### src/rtl/mem_port_arbiter_if.sv
`default_nettype none
// ----------------------------------------------------------------------------
// mem_port_arbiter_if : fetch/data requester and unified memory port bundle
// Revision: 1.0
// ----------------------------------------------------------------------------
interface mem_port_arbiter_if #(
  parameter int ADDR_WIDTH = 16,
  parameter int DATA_WIDTH = 32
);
  logic                  if_req;
  logic [ADDR_WIDTH-1:0] if_addr;
  logic                  if_valid;
  logic [DATA_WIDTH-1:0] if_rdata;

  logic                  dm_req;
  logic                  dm_we;
  logic [ADDR_WIDTH-1:0] dm_addr;
  logic [DATA_WIDTH-1:0] dm_wdata;
  logic                  dm_valid;
  logic [DATA_WIDTH-1:0] dm_rdata;

  logic                  mem_req;
  logic                  mem_we;
  logic [ADDR_WIDTH-1:0] mem_addr;
  logic [DATA_WIDTH-1:0] mem_wdata;
  logic [DATA_WIDTH-1:0] mem_rdata;
  logic                  mem_ack;

  logic                  err;
  logic                  busy;

  // Arbiter side
  modport slave (
    input  if_req, if_addr, dm_req, dm_we, dm_addr, dm_wdata, mem_rdata, mem_ack,
    output if_valid, if_rdata, dm_valid, dm_rdata,
    output mem_req, mem_we, mem_addr, mem_wdata, err, busy
  );

  // Requesters and memory side
  modport master (
    output if_req, if_addr, dm_req, dm_we, dm_addr, dm_wdata, mem_rdata, mem_ack,
    input  if_valid, if_rdata, dm_valid, dm_rdata,
    input  mem_req, mem_we, mem_addr, mem_wdata, err, busy
  );
endinterface
`default_nettype wire

### src/rtl/mem_port_arbiter.sv
`default_nettype none
// ----------------------------------------------------------------------------
// mem_port_arbiter : one-at-a-time fetch/data arbiter for a unified memory port
// Revision: 1.0
// ----------------------------------------------------------------------------
module mem_port_arbiter #(
  parameter int ADDR_WIDTH = 16,
  parameter int DATA_WIDTH = 32,
  parameter int TIMEOUT    = 255
) (
  input  logic                clk,
  input  logic                rst,
  mem_port_arbiter_if.slave   bus
);
  localparam int                 CNT_W       = $clog2(TIMEOUT + 1);
  localparam logic [CNT_W-1:0]   C_CNT_LAST  = CNT_W'(TIMEOUT - 1);
  localparam logic [CNT_W-1:0]   C_CNT_MAX   = CNT_W'(TIMEOUT);

  typedef enum logic [1:0] {
    IDLE    = 2'd0,
    IF_BUSY = 2'd1,
    DM_BUSY = 2'd2,
    RESP    = 2'd3
  } state_t;

  state_t                r_state,     w_state_nxt;
  logic [CNT_W-1:0]      r_cnt,       w_cnt_nxt;
  logic                  r_mem_req,   w_mem_req_nxt;
  logic                  r_mem_we,    w_mem_we_nxt;
  logic [ADDR_WIDTH-1:0] r_mem_addr,  w_mem_addr_nxt;
  logic [DATA_WIDTH-1:0] r_mem_wdata, w_mem_wdata_nxt;
  logic                  r_if_valid,  w_if_valid_nxt;
  logic [DATA_WIDTH-1:0] r_if_rdata,  w_if_rdata_nxt;
  logic                  r_dm_valid,  w_dm_valid_nxt;
  logic [DATA_WIDTH-1:0] r_dm_rdata,  w_dm_rdata_nxt;
  logic                  r_err,       w_err_nxt;
  logic                  r_busy,      w_busy_nxt;
  logic                  w_owner_dm;

  assign w_owner_dm = (r_state == DM_BUSY);

  always_comb begin
    w_state_nxt     = r_state;
    w_cnt_nxt       = r_cnt;
    w_mem_req_nxt   = r_mem_req;
    w_mem_we_nxt    = r_mem_we;
    w_mem_addr_nxt  = r_mem_addr;
    w_mem_wdata_nxt = r_mem_wdata;
    w_if_valid_nxt  = 1'b0;
    w_if_rdata_nxt  = r_if_rdata;
    w_dm_valid_nxt  = 1'b0;
    w_dm_rdata_nxt  = r_dm_rdata;
    w_err_nxt       = 1'b0;

    case (r_state)
      IDLE: begin
        w_cnt_nxt = '0;
        // Data path has priority over fetch when both ask in the same cycle
        if (bus.dm_req) begin
          w_state_nxt     = DM_BUSY;
          w_mem_req_nxt   = 1'b1;
          w_mem_we_nxt    = bus.dm_we;
          w_mem_addr_nxt  = bus.dm_addr;
          w_mem_wdata_nxt = bus.dm_we ? bus.dm_wdata : '0;
        end else if (bus.if_req) begin
          w_state_nxt     = IF_BUSY;
          w_mem_req_nxt   = 1'b1;
          w_mem_we_nxt    = 1'b0;
          w_mem_addr_nxt  = bus.if_addr;
          w_mem_wdata_nxt = '0;
        end
      end
      IF_BUSY, DM_BUSY: begin
        w_cnt_nxt = (r_cnt == C_CNT_MAX) ? r_cnt : r_cnt + CNT_W'(1);
        // An ack in the final watchdog cycle still completes normally
        if (bus.mem_ack) begin
          w_state_nxt   = RESP;
          w_mem_req_nxt = 1'b0;
          if (w_owner_dm) begin
            w_dm_valid_nxt = 1'b1;
            w_dm_rdata_nxt = r_mem_we ? '0 : bus.mem_rdata;
          end else begin
            w_if_valid_nxt = 1'b1;
            w_if_rdata_nxt = bus.mem_rdata;
          end
        end else if (r_cnt >= C_CNT_LAST) begin
          w_state_nxt   = RESP;
          w_mem_req_nxt = 1'b0;
          w_err_nxt     = 1'b1;
          if (w_owner_dm) begin
            w_dm_valid_nxt = 1'b1;
            w_dm_rdata_nxt = '0;
          end else begin
            w_if_valid_nxt = 1'b1;
            w_if_rdata_nxt = '0;
          end
        end
      end
      RESP: begin
        w_state_nxt = IDLE;
        w_cnt_nxt   = '0;
      end
      default: begin
        w_state_nxt = IDLE;
        w_cnt_nxt   = '0;
      end
    endcase

    w_busy_nxt = (w_state_nxt != IDLE);
  end

  always_ff @(posedge clk) begin
    if (!rst) begin
      r_state     <= IDLE;
      r_cnt       <= '0;
      r_mem_req   <= 1'b0;
      r_mem_we    <= 1'b0;
      r_mem_addr  <= '0;
      r_mem_wdata <= '0;
      r_if_valid  <= 1'b0;
      r_if_rdata  <= '0;
      r_dm_valid  <= 1'b0;
      r_dm_rdata  <= '0;
      r_err       <= 1'b0;
      r_busy      <= 1'b0;
    end else begin
      r_state     <= w_state_nxt;
      r_cnt       <= w_cnt_nxt;
      r_mem_req   <= w_mem_req_nxt;
      r_mem_we    <= w_mem_we_nxt;
      r_mem_addr  <= w_mem_addr_nxt;
      r_mem_wdata <= w_mem_wdata_nxt;
      r_if_valid  <= w_if_valid_nxt;
      r_if_rdata  <= w_if_rdata_nxt;
      r_dm_valid  <= w_dm_valid_nxt;
      r_dm_rdata  <= w_dm_rdata_nxt;
      r_err       <= w_err_nxt;
      r_busy      <= w_busy_nxt;
    end
  end

  assign bus.mem_req   = r_mem_req;
  assign bus.mem_we    = r_mem_we;
  assign bus.mem_addr  = r_mem_addr;
  assign bus.mem_wdata = r_mem_wdata;
  assign bus.if_valid  = r_if_valid;
  assign bus.if_rdata  = r_if_rdata;
  assign bus.dm_valid  = r_dm_valid;
  assign bus.dm_rdata  = r_dm_rdata;
  assign bus.err       = r_err;
  assign bus.busy      = r_busy;
endmodule
`default_nettype wire

### src/flat_wrapper.sv
// flat-port wrapper written by rule: the top's interface ports become plain ports
module mem_port_arbiter_flat 
#(
  parameter int ADDR_WIDTH = 16,
  parameter int DATA_WIDTH = 32,
  parameter int TIMEOUT    = 255
)
  (clk, rst, bus_if_req, bus_if_addr, bus_dm_req, bus_dm_we, bus_dm_addr, bus_dm_wdata, bus_mem_rdata, bus_mem_ack, bus_if_valid, bus_if_rdata, bus_dm_valid, bus_dm_rdata, bus_mem_req, bus_mem_we, bus_mem_addr, bus_mem_wdata, bus_err, bus_busy);
  mem_port_arbiter_if #(.ADDR_WIDTH(ADDR_WIDTH), .DATA_WIDTH(DATA_WIDTH)) bus_i ();
  input  logic clk;
  input  logic rst;
  input wire logic [$bits(bus_i.if_req)-1:0] bus_if_req;
  input wire logic [$bits(bus_i.if_addr)-1:0] bus_if_addr;
  input wire logic [$bits(bus_i.dm_req)-1:0] bus_dm_req;
  input wire logic [$bits(bus_i.dm_we)-1:0] bus_dm_we;
  input wire logic [$bits(bus_i.dm_addr)-1:0] bus_dm_addr;
  input wire logic [$bits(bus_i.dm_wdata)-1:0] bus_dm_wdata;
  input wire logic [$bits(bus_i.mem_rdata)-1:0] bus_mem_rdata;
  input wire logic [$bits(bus_i.mem_ack)-1:0] bus_mem_ack;
  output wire logic [$bits(bus_i.if_valid)-1:0] bus_if_valid;
  output wire logic [$bits(bus_i.if_rdata)-1:0] bus_if_rdata;
  output wire logic [$bits(bus_i.dm_valid)-1:0] bus_dm_valid;
  output wire logic [$bits(bus_i.dm_rdata)-1:0] bus_dm_rdata;
  output wire logic [$bits(bus_i.mem_req)-1:0] bus_mem_req;
  output wire logic [$bits(bus_i.mem_we)-1:0] bus_mem_we;
  output wire logic [$bits(bus_i.mem_addr)-1:0] bus_mem_addr;
  output wire logic [$bits(bus_i.mem_wdata)-1:0] bus_mem_wdata;
  output wire logic [$bits(bus_i.err)-1:0] bus_err;
  output wire logic [$bits(bus_i.busy)-1:0] bus_busy;
  assign bus_i.if_req = bus_if_req;
  assign bus_i.if_addr = bus_if_addr;
  assign bus_i.dm_req = bus_dm_req;
  assign bus_i.dm_we = bus_dm_we;
  assign bus_i.dm_addr = bus_dm_addr;
  assign bus_i.dm_wdata = bus_dm_wdata;
  assign bus_i.mem_rdata = bus_mem_rdata;
  assign bus_i.mem_ack = bus_mem_ack;
  assign bus_if_valid = bus_i.if_valid;
  assign bus_if_rdata = bus_i.if_rdata;
  assign bus_dm_valid = bus_i.dm_valid;
  assign bus_dm_rdata = bus_i.dm_rdata;
  assign bus_mem_req = bus_i.mem_req;
  assign bus_mem_we = bus_i.mem_we;
  assign bus_mem_addr = bus_i.mem_addr;
  assign bus_mem_wdata = bus_i.mem_wdata;
  assign bus_err = bus_i.err;
  assign bus_busy = bus_i.busy;
  mem_port_arbiter #(.ADDR_WIDTH(ADDR_WIDTH), .DATA_WIDTH(DATA_WIDTH), .TIMEOUT(TIMEOUT)) u_core (.clk(clk), .rst(rst), .bus(bus_i));
endmodule
### config.mk
export PLATFORM = sky130hd
export DESIGN_NAME = mem_port_arbiter_flat
export DESIGN_NICKNAME = d
export VERILOG_FILES = /design/src/rtl/mem_port_arbiter_if.sv /design/src/rtl/mem_port_arbiter.sv /design/src/flat_wrapper.sv
export SDC_FILE = /design/constraint.sdc
export NUM_CORES = 1
export LEC_CHECK = 0
export BUFFER_PORTS_ARGS = -buffer_cell sky130_fd_sc_hd__buf_2
export CAP_MARGIN = 20
export CORE_UTILIZATION = 40
export CTS_CLUSTER_DIAMETER = 50
export DETAILED_ROUTE_END_ITERATION = 10
export HOLD_SLACK_MARGIN = 0.06
export PLACE_DENSITY = 0.71
export SLEW_MARGIN = 20
export SYNTH_ARGS = -nofsm -noshare
export SYNTH_HDL_FRONTEND = slang
export SYNTH_SLANG_ARGS = --single-unit
### constraint.sdc
create_clock -name clk -period 2.8 [get_ports clk]
set_input_delay 0.14 -clock clk [delete_from_list [all_inputs] [get_ports clk]]
set_output_delay 0.14 -clock clk [all_outputs]
set_load 0.02 [all_outputs]
After elaboration in Yosys (flattened, before gate mapping)
Cells that the tools add are included.

word-level totals
  output and inout bits = 118
  input port bits = 102
  logic and storage cells = 72
  bits in registers = 128

operators by class
  bitwise gates (word level) = 3
  equality and inequality tests = 7
  mux-type cells = 35
  reductions and logical operators = 13
  add/subtract/negate cells = 1
  order comparisons = 1

operators by type and width
  kind                                                      number
  2-to-1 mux 32 bit                                         12
  2-to-1 mux 16 bit                                         2
  case mux 8 bit (2 select lines)                           1
  2-to-1 mux 1 bit                                          13
  AND reduction 3 bit                                       3
  adder 8 x 1 -> 8 bit, second input constant               1
  equality test 8 bit, second input constant                1
  greater-or-equal comparator 8 bit, second input constant  1
  2-to-1 mux 2 bit                                          4
  2-to-1 mux 8 bit                                          1
  nonzero test 2 bit                                        4
  case mux 2 bit (3 select lines)                           1
  equality test 2 bit, second input constant                2
  AND reduction 2 bit                                       2
  OR reduction 2 bit                                        2
  inequality test 3 x 2 -> 1 bit, second input constant     1
  inequality test 3 bit, second input constant              1
  NOT 1 bit                                                 3
  OR reduction 3 bit                                        1
  equality test 2 x 1 -> 1 bit, second input constant       1
  zero test 2 bit                                           1
  inequality test 2 bit, second input constant              1
  case mux 1 bit (2 select lines)                           1

Logic depth before layout (Yosys ltp)
  depth in word-level cells = 5
  depth in mapped cells = 7
  depth with buffers taken out = 6

Least setup slack after synthesis
OpenSTA, ideal clock, no wires.

  path kind = flip-flop to flip-flop
  start = register u_core.r_state[0]
  end = register u_core.r_dm_rdata[10], in the netlist u_core.bus.dm_rdata[10]
  library setup time = 59 ps
  cell stages (with the launch flop) = 8
  period minus slack after synthesis = 1582 ps
  slack = 1218 ps
  data required time = 2741 ps
  buffers on the path = 2
  arrival time = 1523 ps
  cell sequence = dfxtp_1 > inv_1 > ha_1 > buf_4 > nand3_1 > nor3b_2 > buf_2 > a22o_1

on the way
  word-level cells in the longest chain between the ends = 3
  elaborated cells on any way between the ends = 4
  those cells by class = 2 x eq/ne; 2 x reduce/logical

ends and longest elaborated chain
  what                                                                 line                                            RTL
  start: declaration                                                   mem_port_arbiter.sv:26                          state_t r_state, w_state_nxt;
  start signal: assignment                                             mem_port_arbiter.sv:127                         r_state <= w_state_nxt;
  equality test 2 x 1 -> 1 bit or equality test 2 bit (tied branches)  mem_port_arbiter.sv:55, mem_port_arbiter.sv:40
  OR reduction 2 bit                                                   mem_port_arbiter.sv:55                          case (r_state)
  AND reduction 3 bit (no source line) *                               --
  end signal: assignment                                               mem_port_arbiter.sv:136                         r_dm_rdata <= w_dm_rdata_nxt;
  end: declaration                                                     mem_port_arbiter.sv:35                          logic [DATA_WIDTH-1:0] r_dm_rdata, w_dm_rdata_nxt;

Every way passes the cells marked *; elsewhere a longest branch is shown, timed or not.
A chain may end at the register's enable or synchronous reset.

Worst setup path after layout
  start = register u_core.r_state[0]
  end = register u_core.r_if_rdata[18], in the netlist u_core.bus.if_rdata[18]

on the way
  word-level cells in the longest chain between the ends = 3
  elaborated cells on any way between the ends = 5
  those cells by class = 2 x eq/ne; 1 x bitwise; 2 x reduce/logical

ends and longest elaborated chain
  what                                                                 line                                            RTL
  equality test 2 x 1 -> 1 bit or equality test 2 bit (tied branches)  mem_port_arbiter.sv:55, mem_port_arbiter.sv:40
  OR reduction 2 bit or NOT 1 bit (tied branches)                      --
  AND reduction 3 bit (no source line) *                               --
  end signal: assignment                                               mem_port_arbiter.sv:134                         r_if_rdata <= w_if_rdata_nxt;
  end: declaration                                                     mem_port_arbiter.sv:33                          logic [DATA_WIDTH-1:0] r_if_rdata, w_if_rdata_nxt;

Marks and branches as above.

==> results.md <==
- Outcome: complete, no violations
- Resize count post-CTS: 0
- Total congestion overflow: 0
- Overall global routing resource usage: 24.44%
- Sequential share of the synthesized area: 56.90%
- H-tree Lvls: 4
- Logic pwr share: 20.8%
- Yosys warnings: 0
- DP Area: 0.005665 sq mm
- Routability-driven placement congestion ratio: 0.7306
- Distinct cell type count after synthesis: 33
- CTS Buffer Depth: 2
- Crit end category: register
- Biggest cell delay along the critical path: 530 ps
- Post-synth net total: 515
- Total iterations of the first detailed-routing run: 7
- Clk Latency, worst-skew pair: 520 ps
- Cell breakdown of the critical path: inv_1 -> ha_1 -> nand2_2 -> nor3b_4 -> buf_4 -> a22o_1
- Leak Pwr: 3.441 nW
- Finished Layout Cells: 876
- Cell Pwr Density: 741.2 mW/mm^2
- TritonCTS Sinks: 128
- Core area: 0.01089 sq mm
- Critical path startpoint category: register
- Post-route clock period utilization: 72.74%
- Number of antenna diodes: 0
- Switching power share of the total: 28.82%
- Synth Area per Inst: 11.01 sq um
- WL per Instance: 16.27 um
- Routed via count: 4556
- Detailed placer's ending HPWL: 8.113 mm
- Pwr Total: 5.373 mW
- Max Cap Violations: 0
- Port Buf Inserts: 219
- Hold_ws: 347.5 ps
- Clock transition at path regs: 60 ps
- Max-slew violations: 0
- Post-synthesis cell count: 409
- Initial core utilization: 41.36%
- Layout Utilization: 66.58%
- Rows: 38
- CTS root buffer: clkbuf_8
- WS Path Type: register to register
- TritonCTS clock tree: built
- DIE AREA: 0.01169 sq mm
- Hold crit path type: input pin to register
- Most frequent cells in the layout: 219 x buf_2, 128 x dfxtp_1, 99 x dlygate4sd3_1
- Worst ir drop on vdd: 0.4864 mV
- Final Cell Area: 0.007249 sq mm
- Final ANT Viol Nets: 0
- Global-route wire length before repair: 21.98 mm
- RSZ-0062 raised after global routing: no
- Layout cells sized above 1: 36.55%
- Slowest-stage cell, CP: ha_1
- Setup TNS: 0 ps
- Leading cell type in the layout, fill and taps excluded: buf_2
- Fin. Hold Viols: 0
- CP required: 3260 ps
- Synth Cell Area: 0.004503 sq mm
- PnR worst setup slack: 763.2 ps
- Die Span X: 108.1 um
- Post-place setup slack: 702.5 ps
- Layout area overhead: 60.99%
- CTS Hold Bufs: 99
- Final net count: 829
- Fmax: 0.4910 GHz
- Worst Path Max Fanout: 32
- Internal: 3.825 mW
- CP bufs+invs: 2
- Worst slew pin tran: 609.1 ps
- Largest net degree at the start of global routing: 54
- Setup bufs post-CTS: 0
- Total Routed Length: 14.25 mm
- Final Skew: 11.72 ps
- Final setup viols: 0
- Arrival @ worst endpoint: 2500 ps
- Slew HR: 59.39%
- CTS Buf Count: 17
- Worst path top cell family by delay: adder cells
- Placed cell count: 745
- Fin crit period: 2037 ps
- DR vias/cell: 5.201
- Io pins: 220
- Flop pwr share: 39.0%
- Initial DRC Count: 303
- Chip Height: 108.1 um
- Vias in the first global route: 4596
- DRC: 0
- Net Switching: 1.548 mW
- Clock power frac: 40.2%
- Synth Register Bits: 128
- Antenna violations before repair: 0
==> synthesized netlist by cell type <==
cell type	n	share of area, %
nor2_1	63	5.3
o211ai_1	2	0.33
inv_2	1	0.083
ha_1	4	1.1
nand3_1	3	0.33
and4_1	1	0.19
a31oi_4	2	0.94
buf_4	2	0.33
a31oi_1	5	0.69
a211oi_1	20	3.3
o221ai_1	1	0.19
a21oi_1	4	0.44
nand4_4	1	0.47
o21ai_1	1	0.11
o211ai_2	1	0.28
a22oi_1	32	5.3
nand2_2	1	0.14
mux2i_1	16	3.6
nand4_1	1	0.14
clkbuf_1	10	0.83
nor4_1	1	0.14
o21ai_0	2	0.22
o21bai_4	1	0.42
xnor2_1	2	0.39
buf_2	12	1.3
nor3b_2	2	0.56
nand2_1	3	0.25
buf_6	6	1.5
nor3_1	7	0.78
a22o_1	64	12
inv_1	8	0.67
dfxtp_1	128	57
and3_1	2	0.28
==> state kept, by name, summed over array words and instances (netlist names) <==
name                  cells
u_core.bus.dm_rdata      32
u_core.bus.if_rdata      32
u_core.bus.mem_wdata     32
u_core.bus.mem_addr      16
u_core.r_cnt              8
u_core.r_state            2
u_core.bus.busy           1
u_core.bus.dm_valid       1
u_core.bus.err            1
u_core.bus.if_valid       1
u_core.bus.mem_req        1
u_core.bus.mem_we         1
==> path summary, 6_finish.rpt <==
kind                                from                 endpoint  cells after the start  slack (ps)
hold reg to reg   u_core.bus.if_rdata[6]   u_core.bus.if_rdata[6]                      1         470
hold / removal                bus_dm_req        u_core.r_state[1]                      5         350
setup reg to reg       u_core.r_state[0]  u_core.bus.if_rdata[18]                      6         760
setup / recovery       u_core.r_state[0]  u_core.bus.if_rdata[18]                      6         760
==> cells by family after synthesis <==
family,after synthesis,synth area share (%)
xor+xnor,2,0.3891
compound gates,135,24.76
buf+inv,39,4.751
simple gates,85,8.530
flops,128,56.90
fa+ha+maj,4,1.111
mux,16,3.556
==> layer usage <==
metal | global-route usage, % | wire length [um] | vias to the layer above
li1 | - | - | 2151
met1 | 27.07 | 5779 | 2131
met2 | 42.08 | 6859 | 245
met3 | 8.981 | 1331 | 29
met4 | 10.08 | 282 | 0
met5 | 0 | 0 | -
==> final cells by class <==
type | instances | area (sq um)
fill | 784 | 3638
sequential | 128 | 2562
timing repair buffer | 325 | 2140
multi-input combinational | 242 | 1747
clock buffer | 23 | 486.7
tap | 140 | 175.2
clock inverter | 9 | 105.1
inverter | 9 | 33.78
==> power by group through the flow <==
| stage | Clock [mW] | Combinational (mW) | Sequential (mW) |
|---|---|---|---|
| floorplan | 0 | 0.453 | 2.32 |
| global placement | 0 | 0.961 | 2.12 |
| detailed placement | 0 | 0.980 | 2.12 |
| CTS | 2.20 | 1.10 | 2.09 |
| global route | 2.29 | 1.21 | 2.11 |
| finish | 2.16 | 1.12 | 2.09 |
==> worst min-delay path: cells and delay by family <==
kind / cells / cell delay (ps)
buffers and inverters: 2 / 410
AO/OA/AOI/OAI: 2 / 220
AND/OR/NAND/NOR: 1 / 50
No activity file was read; power rests on OpenSTA's default activity.
